[src/rtl/fwd_hazard_ctrl_if.sv]
// ID-stage instruction fields, FLUSH, and the forwarding/stall results of fwd_hazard_ctrl.
// The master side drives ID_* and FLUSH; the slave side (the controller) returns FWD_A/FWD_B/STALL.
interface fwd_hazard_ctrl_if #(
    parameter int unsigned RA_W = 5
);
    logic [RA_W-1:0] ID_RS1;
    logic [RA_W-1:0] ID_RS2;
    logic            ID_USE1;
    logic            ID_USE2;
    logic [RA_W-1:0] ID_RD;
    logic            ID_REGWRITE;
    logic            ID_MEMREAD;
    logic            FLUSH;
    logic [1:0]      FWD_A;
    logic [1:0]      FWD_B;
    logic            STALL;

    modport master (
        output ID_RS1,
        output ID_RS2,
        output ID_USE1,
        output ID_USE2,
        output ID_RD,
        output ID_REGWRITE,
        output ID_MEMREAD,
        output FLUSH,
        input  FWD_A,
        input  FWD_B,
        input  STALL
    );

    modport slave (
        input  ID_RS1,
        input  ID_RS2,
        input  ID_USE1,
        input  ID_USE2,
        input  ID_RD,
        input  ID_REGWRITE,
        input  ID_MEMREAD,
        input  FLUSH,
        output FWD_A,
        output FWD_B,
        output STALL
    );
endinterface

[src/rtl/fwd_hazard_ctrl.sv]
// EX-stage forwarding select and load-use stall generator with a shadow ID/EX-EX/MEM-MEM/WB pipe.
// Optional FWD_HAZARD_PERF_EN adds free-running STALL_CNT / FLUSH_CNT event counters.
module fwd_hazard_ctrl #(
    parameter int unsigned RA_W     = 5,
    parameter int unsigned ZERO_REG = 1
) (
    input  logic                 CLK,
    input  logic                 RSTn,
    fwd_hazard_ctrl_if.slave     bus
`ifdef FWD_HAZARD_PERF_EN
    ,
    output logic [31:0]          STALL_CNT,
    output logic [31:0]          FLUSH_CNT
`endif
);

    localparam logic ZeroEn = (ZERO_REG != 0);

    typedef struct packed {
        logic [RA_W-1:0] rs1;
        logic [RA_W-1:0] rs2;
        logic            use1;
        logic            use2;
        logic [RA_W-1:0] rd;
        logic            regwrite;
        logic            memread;
    } idex_t;

    typedef struct packed {
        logic [RA_W-1:0] rd;
        logic            regwrite;
        logic            memread;
    } exmem_t;

    typedef struct packed {
        logic [RA_W-1:0] rd;
        logic            regwrite;
    } memwb_t;

    idex_t  idex_q,  idex_d;
    exmem_t exmem_q, exmem_d;
    memwb_t memwb_q, memwb_d;

    logic stall;

    function automatic logic src_match(input logic [RA_W-1:0] rd,
                                       input logic            regwrite,
                                       input logic [RA_W-1:0] rs,
                                       input logic            use_rs);
        return use_rs && regwrite && (rd == rs) && !(ZeroEn && (rs == '0));
    endfunction

    // Load in EX whose result the ID instruction needs: hold ID for one cycle.
    always_comb begin
        stall = 1'b0;
        if (idex_q.memread && idex_q.regwrite && !(ZeroEn && (idex_q.rd == '0))) begin
            stall = (bus.ID_USE1 && (bus.ID_RS1 == idex_q.rd)) ||
                    (bus.ID_USE2 && (bus.ID_RS2 == idex_q.rd));
        end
    end

    always_comb begin
        idex_d = '0;
        if (!(bus.FLUSH || stall)) begin
            idex_d.rs1      = bus.ID_RS1;
            idex_d.rs2      = bus.ID_RS2;
            idex_d.use1     = bus.ID_USE1;
            idex_d.use2     = bus.ID_USE2;
            idex_d.rd       = bus.ID_RD;
            idex_d.regwrite = bus.ID_REGWRITE;
            idex_d.memread  = bus.ID_MEMREAD;
        end
        exmem_d.rd       = idex_q.rd;
        exmem_d.regwrite = idex_q.regwrite;
        exmem_d.memread  = idex_q.memread;
        memwb_d.rd       = exmem_q.rd;
        memwb_d.regwrite = exmem_q.regwrite;
    end

    always_ff @(posedge CLK) begin
        if (!RSTn) begin
            idex_q  <= '0;
            exmem_q <= '0;
            memwb_q <= '0;
        end else begin
            idex_q  <= idex_d;
            exmem_q <= exmem_d;
            memwb_q <= memwb_d;
        end
    end

    // EX/MEM is checked first since it carries the younger result.
    always_comb begin
        bus.FWD_A = 2'b00;
        bus.FWD_B = 2'b00;
        if (src_match(exmem_q.rd, exmem_q.regwrite, idex_q.rs1, idex_q.use1)) begin
            bus.FWD_A = 2'b10;
        end else if (src_match(memwb_q.rd, memwb_q.regwrite, idex_q.rs1, idex_q.use1)) begin
            bus.FWD_A = 2'b01;
        end
        if (src_match(exmem_q.rd, exmem_q.regwrite, idex_q.rs2, idex_q.use2)) begin
            bus.FWD_B = 2'b10;
        end else if (src_match(memwb_q.rd, memwb_q.regwrite, idex_q.rs2, idex_q.use2)) begin
            bus.FWD_B = 2'b01;
        end
        bus.STALL = stall;
    end

`ifdef FWD_HAZARD_PERF_EN
    logic [31:0] stall_cnt_q, stall_cnt_d;
    logic [31:0] flush_cnt_q, flush_cnt_d;

    always_comb begin
        stall_cnt_d = stall_cnt_q;
        flush_cnt_d = flush_cnt_q;
        if (stall) begin
            stall_cnt_d = stall_cnt_q + 32'd1;
        end
        if (bus.FLUSH) begin
            flush_cnt_d = flush_cnt_q + 32'd1;
        end
    end

    always_ff @(posedge CLK) begin
        if (!RSTn) begin
            stall_cnt_q <= '0;
            flush_cnt_q <= '0;
        end else begin
            stall_cnt_q <= stall_cnt_d;
            flush_cnt_q <= flush_cnt_d;
        end
    end

    assign STALL_CNT = stall_cnt_q;
    assign FLUSH_CNT = flush_cnt_q;
`endif

endmodule

[src/flat_wrapper.sv]
// flat-port wrapper written by rule: the top's interface ports become plain ports
module fwd_hazard_ctrl_flat 
#(
    parameter int unsigned RA_W     = 5,
    parameter int unsigned ZERO_REG = 1
)
  (CLK, RSTn, bus_ID_RS1, bus_ID_RS2, bus_ID_USE1, bus_ID_USE2, bus_ID_RD, bus_ID_REGWRITE, bus_ID_MEMREAD, bus_FLUSH, bus_FWD_A, bus_FWD_B, bus_STALL);
  fwd_hazard_ctrl_if #(.RA_W(RA_W)) bus_i ();
  input  logic CLK;
  input  logic RSTn;
  input wire logic [$bits(bus_i.ID_RS1)-1:0] bus_ID_RS1;
  input wire logic [$bits(bus_i.ID_RS2)-1:0] bus_ID_RS2;
  input wire logic [$bits(bus_i.ID_USE1)-1:0] bus_ID_USE1;
  input wire logic [$bits(bus_i.ID_USE2)-1:0] bus_ID_USE2;
  input wire logic [$bits(bus_i.ID_RD)-1:0] bus_ID_RD;
  input wire logic [$bits(bus_i.ID_REGWRITE)-1:0] bus_ID_REGWRITE;
  input wire logic [$bits(bus_i.ID_MEMREAD)-1:0] bus_ID_MEMREAD;
  input wire logic [$bits(bus_i.FLUSH)-1:0] bus_FLUSH;
  output wire logic [$bits(bus_i.FWD_A)-1:0] bus_FWD_A;
  output wire logic [$bits(bus_i.FWD_B)-1:0] bus_FWD_B;
  output wire logic [$bits(bus_i.STALL)-1:0] bus_STALL;
  assign bus_i.ID_RS1 = bus_ID_RS1;
  assign bus_i.ID_RS2 = bus_ID_RS2;
  assign bus_i.ID_USE1 = bus_ID_USE1;
  assign bus_i.ID_USE2 = bus_ID_USE2;
  assign bus_i.ID_RD = bus_ID_RD;
  assign bus_i.ID_REGWRITE = bus_ID_REGWRITE;
  assign bus_i.ID_MEMREAD = bus_ID_MEMREAD;
  assign bus_i.FLUSH = bus_FLUSH;
  assign bus_FWD_A = bus_i.FWD_A;
  assign bus_FWD_B = bus_i.FWD_B;
  assign bus_STALL = bus_i.STALL;
  fwd_hazard_ctrl #(.RA_W(RA_W), .ZERO_REG(ZERO_REG)) u_core (.CLK(CLK), .RSTn(RSTn), .bus(bus_i));
endmodule
[config.mk]
export PLATFORM = sky130hd
export DESIGN_NAME = fwd_hazard_ctrl_flat
export DESIGN_NICKNAME = d
export VERILOG_FILES = /design/src/rtl/fwd_hazard_ctrl_if.sv /design/src/rtl/fwd_hazard_ctrl.sv /design/src/flat_wrapper.sv
export SDC_FILE = /design/constraint.sdc
export NUM_CORES = 1
export LEC_CHECK = 0
export CORE_UTILIZATION = 49
export DETAILED_ROUTE_END_ITERATION = 8
export PLACE_DENSITY = 0.77
export SLEW_MARGIN = 20
export SYNTH_ARGS = -nofsm -noshare
export SYNTH_HDL_FRONTEND = slang
export SYNTH_SLANG_ARGS = --single-unit
[constraint.sdc]
create_clock -name CLK -period 1.8 [get_ports CLK]
set_input_delay 0.36 -clock CLK [delete_from_list [all_inputs] [get_ports CLK]]
set_output_delay 0.36 -clock CLK [all_outputs]
set_load 0.01 [all_outputs]
==> run_results.csv, run 1 <==
group,metric,value,unit
setup_path,max_stage_delay,540,ps
sta,tightest_slew,294.9,ps
drt,via_per_inst,5.304,
drt,wl,3162,microns
power_and_ir_drop,vdd_drop_max,597.8,uV
floorplanning,fp-row-count,18,
drt,drc,0,
final_layout,n_antenna_cell,0,
yosys,synth_top_area_cell,"dfxtp_1",
placed_design,place_inst,214,
yosys,yosys-top-cells-count,"dfxtp_1 (31), nand2_1 (23), xnor2_1 (22)",
grt,grt_pass1_wl,4981,microns
grt,antenna_found_initial,0,
floorplanning,dieWidth,53.76,microns
sta,final_hold_viol_count,0,
outcome,status,"complete, but fails checks",
setup_path,cp_cell_sequence,"or4_4, o21ai_4, nor3_2, nor3_1, buf_2",
setup_path,rrSetupSlack,180,ps
yosys,syn_nets,165,
setup_path,r2r-end,"u_core.idex_q[10]",
setup_path,r2r_cells,5,
placed_design,routabilityCongestion,0.8304,
sta,fmax,0.4818,GHz
hold_path,hold_start,"u_core.exmem_q[1]",
drt,drt_iter0_drc,24,
setup_path,slowest_stage,"or4_4",
power_and_ir_drop,power_density,716.7,nW/um^2
floorplanning,die_h,53.76,microns
drt,wl_per_cell,14.12,microns
drt,drtAntennaViolNets,0,
setup_path,required,1440,ps
final_layout,final_layout_size_suffix_gt1_share,25.77,%
cts,cts_root_buffer,"clkbuf_4",
power_and_ir_drop,seq_power_share,54.6,%
grt,first_global_vias,1116,
yosys,ys_warn_count,0,
sta,setup_ws,-275.4,ps
setup_path,path_buf_inv,1,
sta,period_share,115.3,%
yosys,avgSynthCellArea,9.178,sq um
sta,slew-limit-headroom,80.16,%
grt,grt.total_usage,25.84,%
sta,slew_viol_final,0,
floorplanning,die_area,2890,sq um
sta,holdWs,498.6,ps
sta,setup_viol,5,
sta,period_minus_slack,2075,ps
power_and_ir_drop,leakagePower,0.7830,nW
yosys,syn_area,1313,sq um
yosys,synth-edff-count,0,
drt,via_count,1188,
yosys,synth_top_area_share,47.28,%
setup_path,critPathTopFamily,"simple AND/OR/NAND/NOR gates",
setup_path,crit_type,"reg2out",
sta,rsz0062_at_grt,"yes",
cts,numCtsBuffers,5,
floorplanning,ioPinCount,27,
sta,setup_tns,-1078,ps
cts,clk-insertion-delay-late,330,ps
cts,cts.sink_count,31,
outcome,failed_checks,"negative setup slack",
setup_path,cp-start-kind,"register",
placed_design,dp_slack,-573.8,ps
power_and_ir_drop,p_comb_share,14.8,%
hold_path,min_path_cells,1,
grt,grt_max_degree,20,
yosys,ys_types,20,
hold_path,hold_path.class,"reg2reg",
setup_path,crit_path_max_fanout,2,
job,cap_violations,0,
sta,finalClockSkew,5.569,ps
hold_path,hold_path_end,"u_core.memwb_q[0]",
grt,grt_overflow,0,
yosys,ys_seq_elements,31,
placed_design,port_buffers,26,
final_layout,area_growth,41.47,%
cts,cts_buffer_depth,2,
setup_path,reg2reg_from,"u_core.exmem_d[3]",
setup_path,worstPathArrival,1720,ps
placed_design,hpwl,2328,microns
floorplanning,start_util,52.50,%
yosys,async_flop_share,0,%
final_layout,instances_no_fill,224,
cts,cts_htree_levels,2,
yosys,synth_area_leaders,"dfxtp_1 (47%), xnor2_1 (15%), a21oi_1 (7.2%), nand2_1 (6.6%), and2_1 (5.7%)",
final_layout,nNetsFinal,216,
power_and_ir_drop,power.share.clock,30.6,%
cts,cts_tree,"done",
final_layout,fillers,195,
yosys,dominantRegCellSynth,"dfxtp_1",
cts,clk_pin_slew,90,ps
yosys,ys_seq_area_share,47.28,%
power_and_ir_drop,power,1.331,mW
drt,dr.pass1.iters,4,
power_and_ir_drop,p_switching,0.3237,mW
power_and_ir_drop,p_sw_share,24.32,%
setup_path,worstSetupEndpointType,"output pin",
floorplanning,fp.coreArea,2500,sq um
power_and_ir_drop,p_int,1.007,mW
yosys,syn_inst,143,
yosys,synth.most_common_cell,"dfxtp_1",
-- sequential cells by signal, summed over array words and instances, names as in the netlist --
signal and flops:
u_core.exmem_d 7, u_core.memwb_q 6, u_core.exmem_q 6, u_core.idex_q 12
-- worst register-to-register path: stages (launching register included) --
cell     delay, ps
dfxtp_4        360
or3_4          360
o311a_1        320
buf_4          140
buf_4          190
a21oi_1        180
-- power groups by stage --
stage               logic [mW]  registers (mW)  clock network (mW)
floorplan               0.0817           0.741                   0
global placement         0.172           0.741                   0
detailed placement       0.178           0.742                   0
CTS                      0.192           0.726               0.420
global route             0.215           0.729               0.459
finish                   0.197           0.727               0.407
-- area by class of cell --
| type | count | area [sq um] | share of cell area [%] |
|---|---|---|---|
| multi-input combinational | 105 | 701.9 | 37.80 |
| sequential | 31 | 628.1 | 33.83 |
| timing repair buffer | 51 | 432.9 | 23.32 |
| clock buffer | 6 | 51.30 | 2.763 |
| tap | 30 | 37.54 | 2.022 |
| clock inverter | 1 | 5.005 | 0.2695 |
-- timing repair --
action / CTS / global route
hold buffers: 0 / 0
resized for setup: 29 / 5
endpoints found under the setup margin: 5 / 5
endpoints found under the hold margin: 0 / 0
pin swaps: 7 / 5
buffers inserted: 2 / 1
-- through the flow --
step	instance area, sq um	utilization (%)
after floorplan	1313	-
after global placement	1732	69.27
after detailed placement	1732	69.27
after CTS	1827	73.07
after global routing	1857	74.27
final	1857	74.27
-- how the worst max path moves through the flow --
stage / slack, ps / cells after the start / end / start
after global placement: -530 / 6 / bus_STALL / bus_ID_RS2[1]
after CTS: -310 / 5 / bus_FWD_B[0] / u_core.idex_q[12]
after global routing: -370 / 5 / bus_FWD_B[0] / u_core.idex_q[12]
final: -280 / 5 / bus_FWD_B[0] / u_core.idex_q[12]
after detailed placement: -570 / 6 / bus_STALL / bus_ID_RS2[4]
after floorplan: 40 / 4 / bus_FWD_A[0] / u_core.idex_q[16]
-- cell usage in the layout, fill, tap and decap left out, drive strengths merged --
master / n
dfxtp: 31
o311a: 1
nor3: 4
buf: 29
clkbuf: 6
a21oi: 19
xor2: 8
nor2b: 1
and2: 13
nand2: 23
clkinv: 1
clkdlybuf4s50: 21
dlygate4sd2: 1
nor4: 2
o21ai: 2
nand4: 4
nand3: 2
or3: 1
xnor2: 22
o22ai: 1
or4: 2
-- logic make-up after synthesis --
family | Yosys count | synth area share, %
AND/OR/NAND/NOR | 52 | 20.11
flip-flops | 31 | 47.28
XOR/XNOR | 30 | 20.02
AO/OA/AOI/OAI | 23 | 9.247
buffers and inverters | 7 | 3.336
-- routing by layer --
layer / vias up / global-route usage (%) / wire, microns
met5: - / 0 / 0
met4: 0 / 13.16 / 52
met3: 4 / 8.757 / 153
met2: 38 / 44.86 / 1738
met1: 567 / 27.48 / 1218
li1: 579 / - / -
No activity file was read; power rests on OpenSTA's default activity.
==> run 2: changes to the inputs <==
TNS_END_PERCENT = 5   (was not set)
==> run 2 against run 1 <==
  * The run still ends with negative setup slack left
  * Global-route usage unchanged
  * Largest cell class unchanged
  * Wire length is 0.25% higher
  * Sequential power hardly changed
  * Clock power about the same
  * Non-clock buffer count down 1
  * Worst setup slack barely moved
  * Clock skew up 2.8 ps
  * Worst hold slack about the same
  * Core utilization shrank 0.30 points
  * Maximum frequency hardly changed
  * Flip-flop and latch count unchanged
==> run_results.csv, run 2 (synthesized netlist as in run 1, its figures left out) <==
group,metric,value,unit
outcome,status,"complete, but fails checks",
outcome,failed_checks,"negative setup slack",
final_layout,design_area,1849,sq um
final_layout,regMostFlops,"u_core.idex_q",
setup_path,worstSetupEndpointType,"output pin",
sta,finalClockSkew,8.403,ps
setup_path,crit_type,"reg2out",
cts,clk_pin_slew,90,ps
power_and_ir_drop,vdd_drop_max,598.5,uV
final_layout,final_util,73.97,%
power_and_ir_drop,leakagePower,0.7775,nW
placed_design,hpwl,2328,microns
final_layout,fillers,197,
setup_path,crit_path_max_fanout,2,
floorplanning,fp-row-count,18,
power_and_ir_drop,power_density,721.7,nW/um^2
grt,met1_usage,27.48,%
sta,slew-limit-headroom,80.16,%
final_layout,nNetsFinal,215,
job,cap_violations,0,
floorplanning,fp.coreArea,2500,sq um
final_layout,largest_reg_flops,12,
final_layout,instances_no_fill,223,
grt,grt_max_degree,20,
final_layout,layout_commonest_cell,"dfxtp_1",
sta,setup_viol,5,
floorplanning,die_h,53.76,microns
cts,clk-insertion-delay-late,330,ps
sta,slew_viol_final,0,
sta,fmax,0.4817,GHz
power_and_ir_drop,p_comb_share,14.8,%
power_and_ir_drop,p_int,1.007,mW
grt,antenna_found_initial,0,
power_and_ir_drop,p_sw_share,24.55,%
sta,setup_ws,-275.8,ps
final_layout,final_layout_size_suffix_gt1_share,25.39,%
drt,drt_iter0_drc,30,
placed_design,place_inst,214,
grt,grt_pass1_wl,4981,microns
grt,grt_overflow,0,
drt,wl_per_cell,14.22,microns
sta,tightest_slew,294.9,ps
final_layout,area_growth,40.90,%
cts,cts_tree,"done",
placed_design,routabilityCongestion,0.8304,
grt,grt_most_used_layer,"met2",
cts,cts_htree_levels,2,
sta,rsz0062_at_grt,"yes",
floorplanning,ioPinCount,27,
power_and_ir_drop,power,1.335,mW
final_layout,n_antenna_cell,0,
cts,cts.sink_count,31,
floorplanning,dieWidth,53.76,microns
drt,wl,3170,microns
setup_path,cp-start-kind,"register",
floorplanning,start_util,52.50,%
cts,numCtsBuffers,5,
power_and_ir_drop,p_switching,0.3276,mW
power_and_ir_drop,power.share.clock,30.7,%
grt,grt_use_met3,8.757,%
hold_path,hold_path.class,"reg2reg",
drt,drc,0,
setup_path,worstPathArrival,1720,ps
placed_design,port_buffers,26,
drt,dr.pass1.iters,4,
drt,via_per_inst,5.251,
drt,drtAntennaViolNets,0,
final_layout,most-common-layout-cells,"dfxtp_1 (27), buf_4 (24), nand2_1 (23)",
sta,period_share,115.3,%
sta,final_hold_viol_count,0,
power_and_ir_drop,seq_power_share,54.4,%
floorplanning,die_area,2890,sq um
placed_design,placed_cell_area,1732,sq um
drt,via_count,1171,
grt,grtUsageMet2,44.86,%
cts,cts_buffer_depth,2,
sta,period_minus_slack,2076,ps
grt,first_global_vias,1114,
grt,grt.total_usage,25.84,%
cts,cts_root_buffer,"clkbuf_4",
setup_path,required,1440,ps
==> run 2: timing repair <==
action,4_1_cts,5_1_grt
pin swaps,7,5
setup endpoints to repair,5,5
setup buffers,2,0
hold buffers,0,0
resized for setup,29,5
==> run 2: worst paths after layout <==
kind | from | endpoint | slack, ps | cells after the start
setup / recovery | u_core.idex_q[12] | bus_FWD_B[0] | -280 | 5
hold / removal | u_core.exmem_q[1] | u_core.memwb_q[0] | 500 | 1
setup reg to reg | u_core.exmem_d[3] | u_core.idex_q[10] | 300 | 4
hold reg to reg | u_core.exmem_q[1] | u_core.memwb_q[0] | 500 | 1
==> run 2: layout make-up <==
type                            instances  area [sq um]  area share (%)
Multi-Input combinational cell        105         701.9           37.96
Sequential cell                        31         628.1           33.96
Timing Repair Buffer                   50         425.4           23.00
Clock buffer                            6         51.30           2.774
Tap cell                               30         37.54           2.030
Clock inverter                          1         5.005          0.2706
==> run 2: worst max-delay path, cell delays in order, from the launching register on <==
cell	delay (ps)
dfxtp_2	330
or4_4	540
o21ai_4	150
nor3_2	70
nor3_1	150
buf_2	150
==> run 2: power by group through the flow <==
stage          clock, mW  sequential [mW]  combinational (mW)
6_report           0.410            0.727               0.198
3_3_place_gp           0            0.741               0.172
2_1_floorplan          0            0.741              0.0817
3_5_place_dp           0            0.742               0.178
4_1_cts            0.420            0.726               0.192
5_1_grt            0.459            0.729               0.215
==> run 2: stage by stage <==
stage	TNS (ps)	worst slack [ps]	hold WS, ps
5_1_grt	-1481	-370.9	521.4
3_3_place_gp	-1469	-532.8	465.7
6_report	-1082	-275.8	498.6
2_1_floorplan	0	40.21	430.1
4_1_cts	-1283	-312.0	496.8
3_5_place_dp	-1663	-573.8	478.5
==> run 2: metal layers <==
metal | part of all wire [%] | vias to the layer above
met2 | 54 | 38
met4 | 1.5 | 0
li1 | - | 575
met5 | 0 | -
met1 | 40 | 554
met3 | 4.5 | 4
